### config.mk
export PLATFORM = sky130hd
export DESIGN_NAME = pc_gen
export DESIGN_NICKNAME = d
export VERILOG_FILES = /design/src/rtl/pc_gen.sv
export SDC_FILE = /design/constraint.sdc
export NUM_CORES = 1
export LEC_CHECK = 0
export ABC_AREA = 1
export CAP_MARGIN = 25
export CELL_PAD_IN_SITES_DETAIL_PLACEMENT = 1
export CELL_PAD_IN_SITES_GLOBAL_PLACEMENT = 1
export CORE_MARGIN = 4
export CORE_UTILIZATION = 30
export CTS_CLUSTER_DIAMETER = 100
export DETAILED_ROUTE_END_ITERATION = 8
export GPL_TIMING_DRIVEN = 0
export PLACE_DENSITY = 0.78
export SETUP_SLACK_MARGIN = 0.3
export SKIP_CTS_REPAIR_TIMING = 1
export SLEW_MARGIN = 15
export SYNTH_ARGS = -nofsm -noshare
export SYNTH_HDL_FRONTEND = slang
export SYNTH_SLANG_ARGS = --single-unit
### constraint.sdc
create_clock -name clk -period 3.5 [get_ports clk]
set_input_delay 0.7 -clock clk [delete_from_list [all_inputs] [get_ports clk]]
set_output_delay 0.7 -clock clk [all_outputs]
set_load 0.01 [all_outputs]
### src/rtl/pc_gen.sv
// Next-PC generator: holds the fetch PC, issues fetch requests over valid/ready,
// and merges sequential advance, execute redirects and trap redirects.
module pc_gen #(
    parameter int              XLEN       = 64,
    parameter logic [XLEN-1:0] RESET_PC   = 'h8000_0000,
    parameter int              INST_BYTES = 4,
    parameter int              CNT_W      = 32
) (
    input  logic             clk,
    input  logic             rst,
    output logic             fetch_valid_o,
    input  logic             fetch_ready_i,
    output logic [XLEN-1:0]  fetch_pc_o,
    input  logic             stall_i,
    input  logic             redirect_valid_i,
    input  logic [XLEN-1:0]  redirect_pc_i,
    input  logic             trap_valid_i,
    input  logic [XLEN-1:0]  trap_pc_i,
    input  logic             halt_i,
    output logic             redirect_taken_o,
    output logic             misalign_o,
    output logic             halted_o,
    output logic [CNT_W-1:0] fetch_cnt_o,
    output logic [1:0]       dbg_state
);

    // Handshake: a request is offered while fetch_valid_o=1 and completes (fire)
    // in a cycle where fetch_ready_i=1. Once offered and not accepted, the
    // request (fetch_valid_o and fetch_pc_o) holds unchanged until it fires.

    typedef enum logic [1:0] {
        S_BOOT  = 2'd0,
        S_RUN   = 2'd1,
        S_DRAIN = 2'd2,
        S_HALT  = 2'd3
    } state_t;

    localparam logic [XLEN-1:0] INC        = XLEN'(INST_BYTES);
    localparam logic [XLEN-1:0] ALIGN_MASK = ~(XLEN'(INST_BYTES - 1));

    state_t            state_q, state_d;
    logic [XLEN-1:0]   pc_q;
    logic              hold_q;
    logic              pend_valid_q;
    logic              pend_trap_q;
    logic [XLEN-1:0]   pend_pc_q;
    logic              taken_q;
    logic              misalign_q;
    logic [CNT_W-1:0]  cnt_q;

    logic              valid;
    logic              fire;
    logic              held;

    logic              in_redir;
    logic              in_valid;
    logic [XLEN-1:0]   in_raw;
    logic [XLEN-1:0]   in_pc;
    logic              in_mis;
    logic              new_wins;
    logic              sel_valid;
    logic [XLEN-1:0]   sel_pc;

    always_comb begin
        valid = 1'b0;
        case (state_q)
            S_BOOT:  valid = 1'b0;
            S_RUN:   valid = hold_q | ~stall_i;
            S_DRAIN: valid = 1'b1;
            S_HALT:  valid = 1'b0;
            default: valid = 1'b0;
        endcase
    end

    assign fire = valid & fetch_ready_i;
    assign held = valid & ~fetch_ready_i;

    always_comb begin
        state_d = state_q;
        case (state_q)
            S_BOOT:  state_d = S_RUN;
            S_RUN: begin
                if (halt_i) state_d = held ? S_DRAIN : S_HALT;
            end
            S_DRAIN: begin
                if (fire) state_d = S_HALT;
            end
            S_HALT: begin
                if (trap_valid_i) state_d = S_RUN;
            end
            default: state_d = S_BOOT;
        endcase
    end

    // Trap beats redirect; a new redirect may not displace a buffered trap.
    assign in_redir  = redirect_valid_i & (state_q != S_HALT);
    assign in_valid  = trap_valid_i | in_redir;
    assign in_raw    = trap_valid_i ? trap_pc_i : redirect_pc_i;
    assign in_pc     = in_raw & ALIGN_MASK;
    assign in_mis    = |(in_raw & ~ALIGN_MASK);
    assign new_wins  = in_valid & (trap_valid_i | ~(pend_valid_q & pend_trap_q));
    assign sel_valid = new_wins | pend_valid_q;
    assign sel_pc    = new_wins ? in_pc : pend_pc_q;

    always_ff @(posedge clk) begin
        if (rst) begin
            state_q      <= S_BOOT;
            pc_q         <= RESET_PC;
            hold_q       <= 1'b0;
            pend_valid_q <= 1'b0;
            pend_trap_q  <= 1'b0;
            pend_pc_q    <= '0;
            taken_q      <= 1'b0;
            misalign_q   <= 1'b0;
            cnt_q        <= '0;
        end else begin
            state_q    <= state_d;
            hold_q     <= held;
            taken_q    <= 1'b0;
            misalign_q <= new_wins & in_mis;
            if (fire) cnt_q <= cnt_q + CNT_W'(1);
            if (held) begin
                // Request is frozen; park the winning target until it fires.
                if (new_wins) begin
                    pend_valid_q <= 1'b1;
                    pend_trap_q  <= trap_valid_i;
                    pend_pc_q    <= in_pc;
                end
            end else begin
                pend_valid_q <= 1'b0;
                pend_trap_q  <= 1'b0;
                if (sel_valid) begin
                    pc_q    <= sel_pc;
                    taken_q <= 1'b1;
                end else if (fire) begin
                    pc_q <= pc_q + INC;
                end
            end
        end
    end

    assign fetch_valid_o    = valid;
    assign fetch_pc_o       = pc_q;
    assign redirect_taken_o = taken_q;
    assign misalign_o       = misalign_q;
    assign halted_o         = (state_q == S_HALT);
    assign fetch_cnt_o      = cnt_q;
    assign dbg_state        = state_q;

endmodule
==> results.sh <==
export IMPL_vdd_drop_max_mv=0.324
export IMPL_tns_ns=0
export IMPL_synth_area_um2=10700
export IMPL_crit_required_ns=3.87
export IMPL_rsz0062_at_grt="false"
export IMPL_synth_simple_area_share_pct=40.4
export IMPL_path_max_fanout=10
export IMPL_synth_edff_count=0
export IMPL_crit_arrival_ns=3.17
export IMPL_holdCritStartpoint="pend_pc_q[1]"
export IMPL_p_leak_nw=5.57
export IMPL_area_delta_synth_final_pct=32.9
export IMPL_setup_worst_path_start="trap_valid_i"
export IMPL_n_antenna_cell=0
export IMPL_slew_headroom_pct=27.6
export IMPL_cts_tree="yes"
export IMPL_use_met1_pct=32.7
export IMPL_crit_type="in2reg"
export IMPL_synth_top_family_by_area="simple AND/OR/NAND/NOR gates"
export IMPL_top_usage_layer="met2"
export IMPL_ys_seq_area_share_pct=31.2
export IMPL_drv_slew=0
export IMPL_num_io_pins=237
export IMPL_first_pass_iters=5
export IMPL_synth_warnings=0
export IMPL_grt_pass1_vias=13200
export IMPL_synth_cell_type_count=42
export IMPL_fin_crit_sh_pct=80.1
export IMPL_clk_path_buf_depth=2
export IMPL_multi_input_area_um2=6260
export IMPL_synth_seq_cells=167
export IMPL_fp_dieH_um=197
export IMPL_cts_buffers=17
export IMPL_synth_top_flop_cell="dfxtp_1"
export IMPL_finalInstanceArea_um2=14200
export IMPL_whs_ns=0.454
export IMPL_synth_fa_ha_area_share_pct=0.701
export IMPL_cp_start_kind="input port"
export IMPL_worst_pin_slew_ns=1.07
export IMPL_synth_compound_area_share_pct=15.8
export IMPL_grt_use_total_pct=24.9
export IMPL_async_flop_share_pct=0
export IMPL_end_kind="register"
export IMPL_yosys_area_share_xor_xnor_pct=1.55
export IMPL_dieArea_um2=38800
export IMPL_cts_sinks=167
export IMPL_setup_violations=0
export IMPL_grt_pass1_wl_mm=75.2
export IMPL_num_fill_cells=4728
export IMPL_dp_final_hpwl_mm=40.6
export IMPL_finalClockSkew_ns=0.0139
export IMPL_layout_drive_gt1_share_pct=5.01
export IMPL_htree_levels=4
export IMPL_row_count=68
export IMPL_fin_crit_ns=2.80
export IMPL_die_x_um=197
export IMPL_core_area_um2=34900
export IMPL_seqCellArea_um2=3340
export IMPL_clock_latency_ns=0.46
export IMPL_root_buffer="clkbuf_16"
export IMPL_wire_per_inst_um=19.3
export IMPL_drv_cap=0
export IMPL_drc=0
export IMPL_netlist_instances=1850
export IMPL_fin_nets=2245
export IMPL_portBuffers=235
export IMPL_clkTransAtPathRegs_ns=0.07
export IMPL_overflow=0
export IMPL_place_congestion=0.947
export IMPL_syn_area_per_cell_um2=5.79
export IMPL_power_density_nw_per_um2=509
export IMPL_min_path_type="reg2reg"
export IMPL_grt_util_met3_pct=5.44
export IMPL_r2r_start="dbg_state[0]"
export IMPL_grt_max_degree=17
export IMPL_initial_core_util_pct=30.7
export IMPL_synth_mux_area_share_pct=0
export IMPL_drtAntennaViolNets=0
export IMPL_dr_total_vias=13000
export IMPL_synth_fp_nets=1991
export IMPL_status="finished clean"
export IMPL_fin_total_pwr_mw=7.25
export IMPL_drt_total_wl_mm=49.6
export IMPL_grt_use_met2_pct=41.1
export IMPL_finalHoldViolCount=0
export IMPL_placed_cell_area_um2=13600
export IMPL_fmax_mhz=357
export IMPL_viasPerCell=5.06
export IMPL_antenna_found_initial=0
export IMPL_drt_iter0_drc=797
cell usage in the layout (no fill, tap or decap), types with 4 or more instances in the layout:
| cell | n |
|---|---|
| xor2_1 | 11 |
| nor2_2 | 5 |
| clkbuf_8 | 5 |
| clkbuf_16 | 17 |
| buf_4 | 4 |
| nor2_1 | 254 |
| nand4_1 | 15 |
| nand2_2 | 6 |
| clkdlybuf4s50_1 | 235 |
| dfxtp_1 | 167 |
| xnor2_1 | 8 |
| buf_2 | 30 |
| nand2_1 | 650 |
| o22ai_1 | 6 |
| clkbuf_1 | 34 |
| nor2_4 | 4 |
| o31ai_1 | 9 |
| o21ai_0 | 133 |
| nor3_1 | 25 |
| nand3_1 | 96 |
| buf_6 | 6 |
| inv_1 | 183 |
| o211ai_1 | 9 |
| o21ai_2 | 9 |
| o21ai_1 | 50 |
| buf_1 | 7 |
| ha_1 | 6 |
| a21oi_1 | 96 |
worst max-delay path, cell delays in order:
cell             delay, ns
clkdlybuf4s50_1       0.44
inv_2                 0.09
buf_6                 0.15
nand2_2               0.08
nand2_4               0.13
inv_4                 0.08
clkbuf_1              0.24
o21ai_0               0.90
o211ai_1              0.16
a21oi_1               0.18
logic make-up (layout without fill, tap and decap cells):
| family | count (synthesis) | after routing |
|---|---|---|
| buffers and inverters | 269 | 536 |
| XOR/XNOR | 19 | 19 |
| AND/OR/NAND/NOR | 1071 | 1071 |
| AO/OA/AOI/OAI | 318 | 318 |
| adder cells (fa/ha/maj) | 6 | 6 |
| flip-flops | 167 | 167 |
metal layers:
layer / part of all wire (%) / vias to the layer above
met5: 0 / -
met4: 2.9 / 0
met3: 6.3 / 86
met2: 46 / 378
met1: 45 / 6181
li1: - / 6361
power breakdown:
group          leakage (nW)  internal, mW  switching [mW]
Sequential             1.36          2.22           0.453
Clock                 0.288          1.09           0.914
Combinational          3.92          1.01            1.57
Total                  5.57          4.32            2.94
synthesized netlist by cell type (4+ instances only):
| cell type | count | area share, % |
|---|---|---|
| ha_1 | 6 | 0.70 |
| nor2_4 | 4 | 0.42 |
| buf_6 | 6 | 0.63 |
| o21ai_0 | 133 | 6.2 |
| nor2_2 | 5 | 0.29 |
| nor3_1 | 25 | 1.2 |
| xor2_1 | 11 | 0.90 |
| clkbuf_1 | 34 | 1.2 |
| o211ai_1 | 9 | 0.63 |
| inv_1 | 183 | 6.4 |
| nand2_2 | 6 | 0.35 |
| buf_1 | 7 | 0.25 |
| nand3_1 | 96 | 4.5 |
| o21ai_1 | 50 | 2.3 |
| nor2_1 | 254 | 8.9 |
| xnor2_1 | 8 | 0.65 |
| o22ai_1 | 6 | 0.35 |
| nand2_1 | 650 | 23 |
| a21oi_1 | 96 | 4.5 |
| o31ai_1 | 9 | 0.63 |
| buf_2 | 30 | 1.4 |
| nand4_1 | 15 | 0.88 |
| dfxtp_1 | 167 | 31 |
| buf_4 | 4 | 0.28 |
| o21ai_2 | 9 | 0.74 |
state kept, by name, indices dropped and copies added, names as in the netlist:
register	cells
fetch_pc_o	64
pend_pc_q	64
fetch_cnt_o	32
dbg_state	2
hold_q	1
misalign_o	1
pend_trap_q	1
pend_valid_q	1
redirect_taken_o	1
path summary, 6_finish.rpt:
| kind | to | slack (ns) | cells past startpoint |
|---|---|---|---|
| max | fetch_pc_o[14] | 0.70 | 10 |
| min | pend_pc_q[1] | 0.45 | 2 |
| max reg2reg | fetch_pc_o[14] | 0.83 | 10 |
| min reg2reg | pend_pc_q[1] | 0.45 | 2 |
cell type report:
type                    count  share of cell area (%)
multi-input cells        1414                    44.0
flip-flops and latches    167                    23.5
repair buffers            235                    16.5
inverters                 187                    4.95
well taps                 455                    4.00
clock buffers              22                    3.47
plain buffers              82                    2.86
clock inverters            10                   0.756
metrics by stage:
step	util, %	std cells	worst slack (ns)
2_1_floorplan	-	1850	1.59
3_3_place_gp	39.1	2540	0.343
3_5_place_dp	39.1	2540	0.348
4_1_cts	40.8	2572	0.782
5_1_grt	40.8	2572	0.592
6_report	40.8	2572	0.696
No activity file was read; power rests on OpenSTA's default activity.
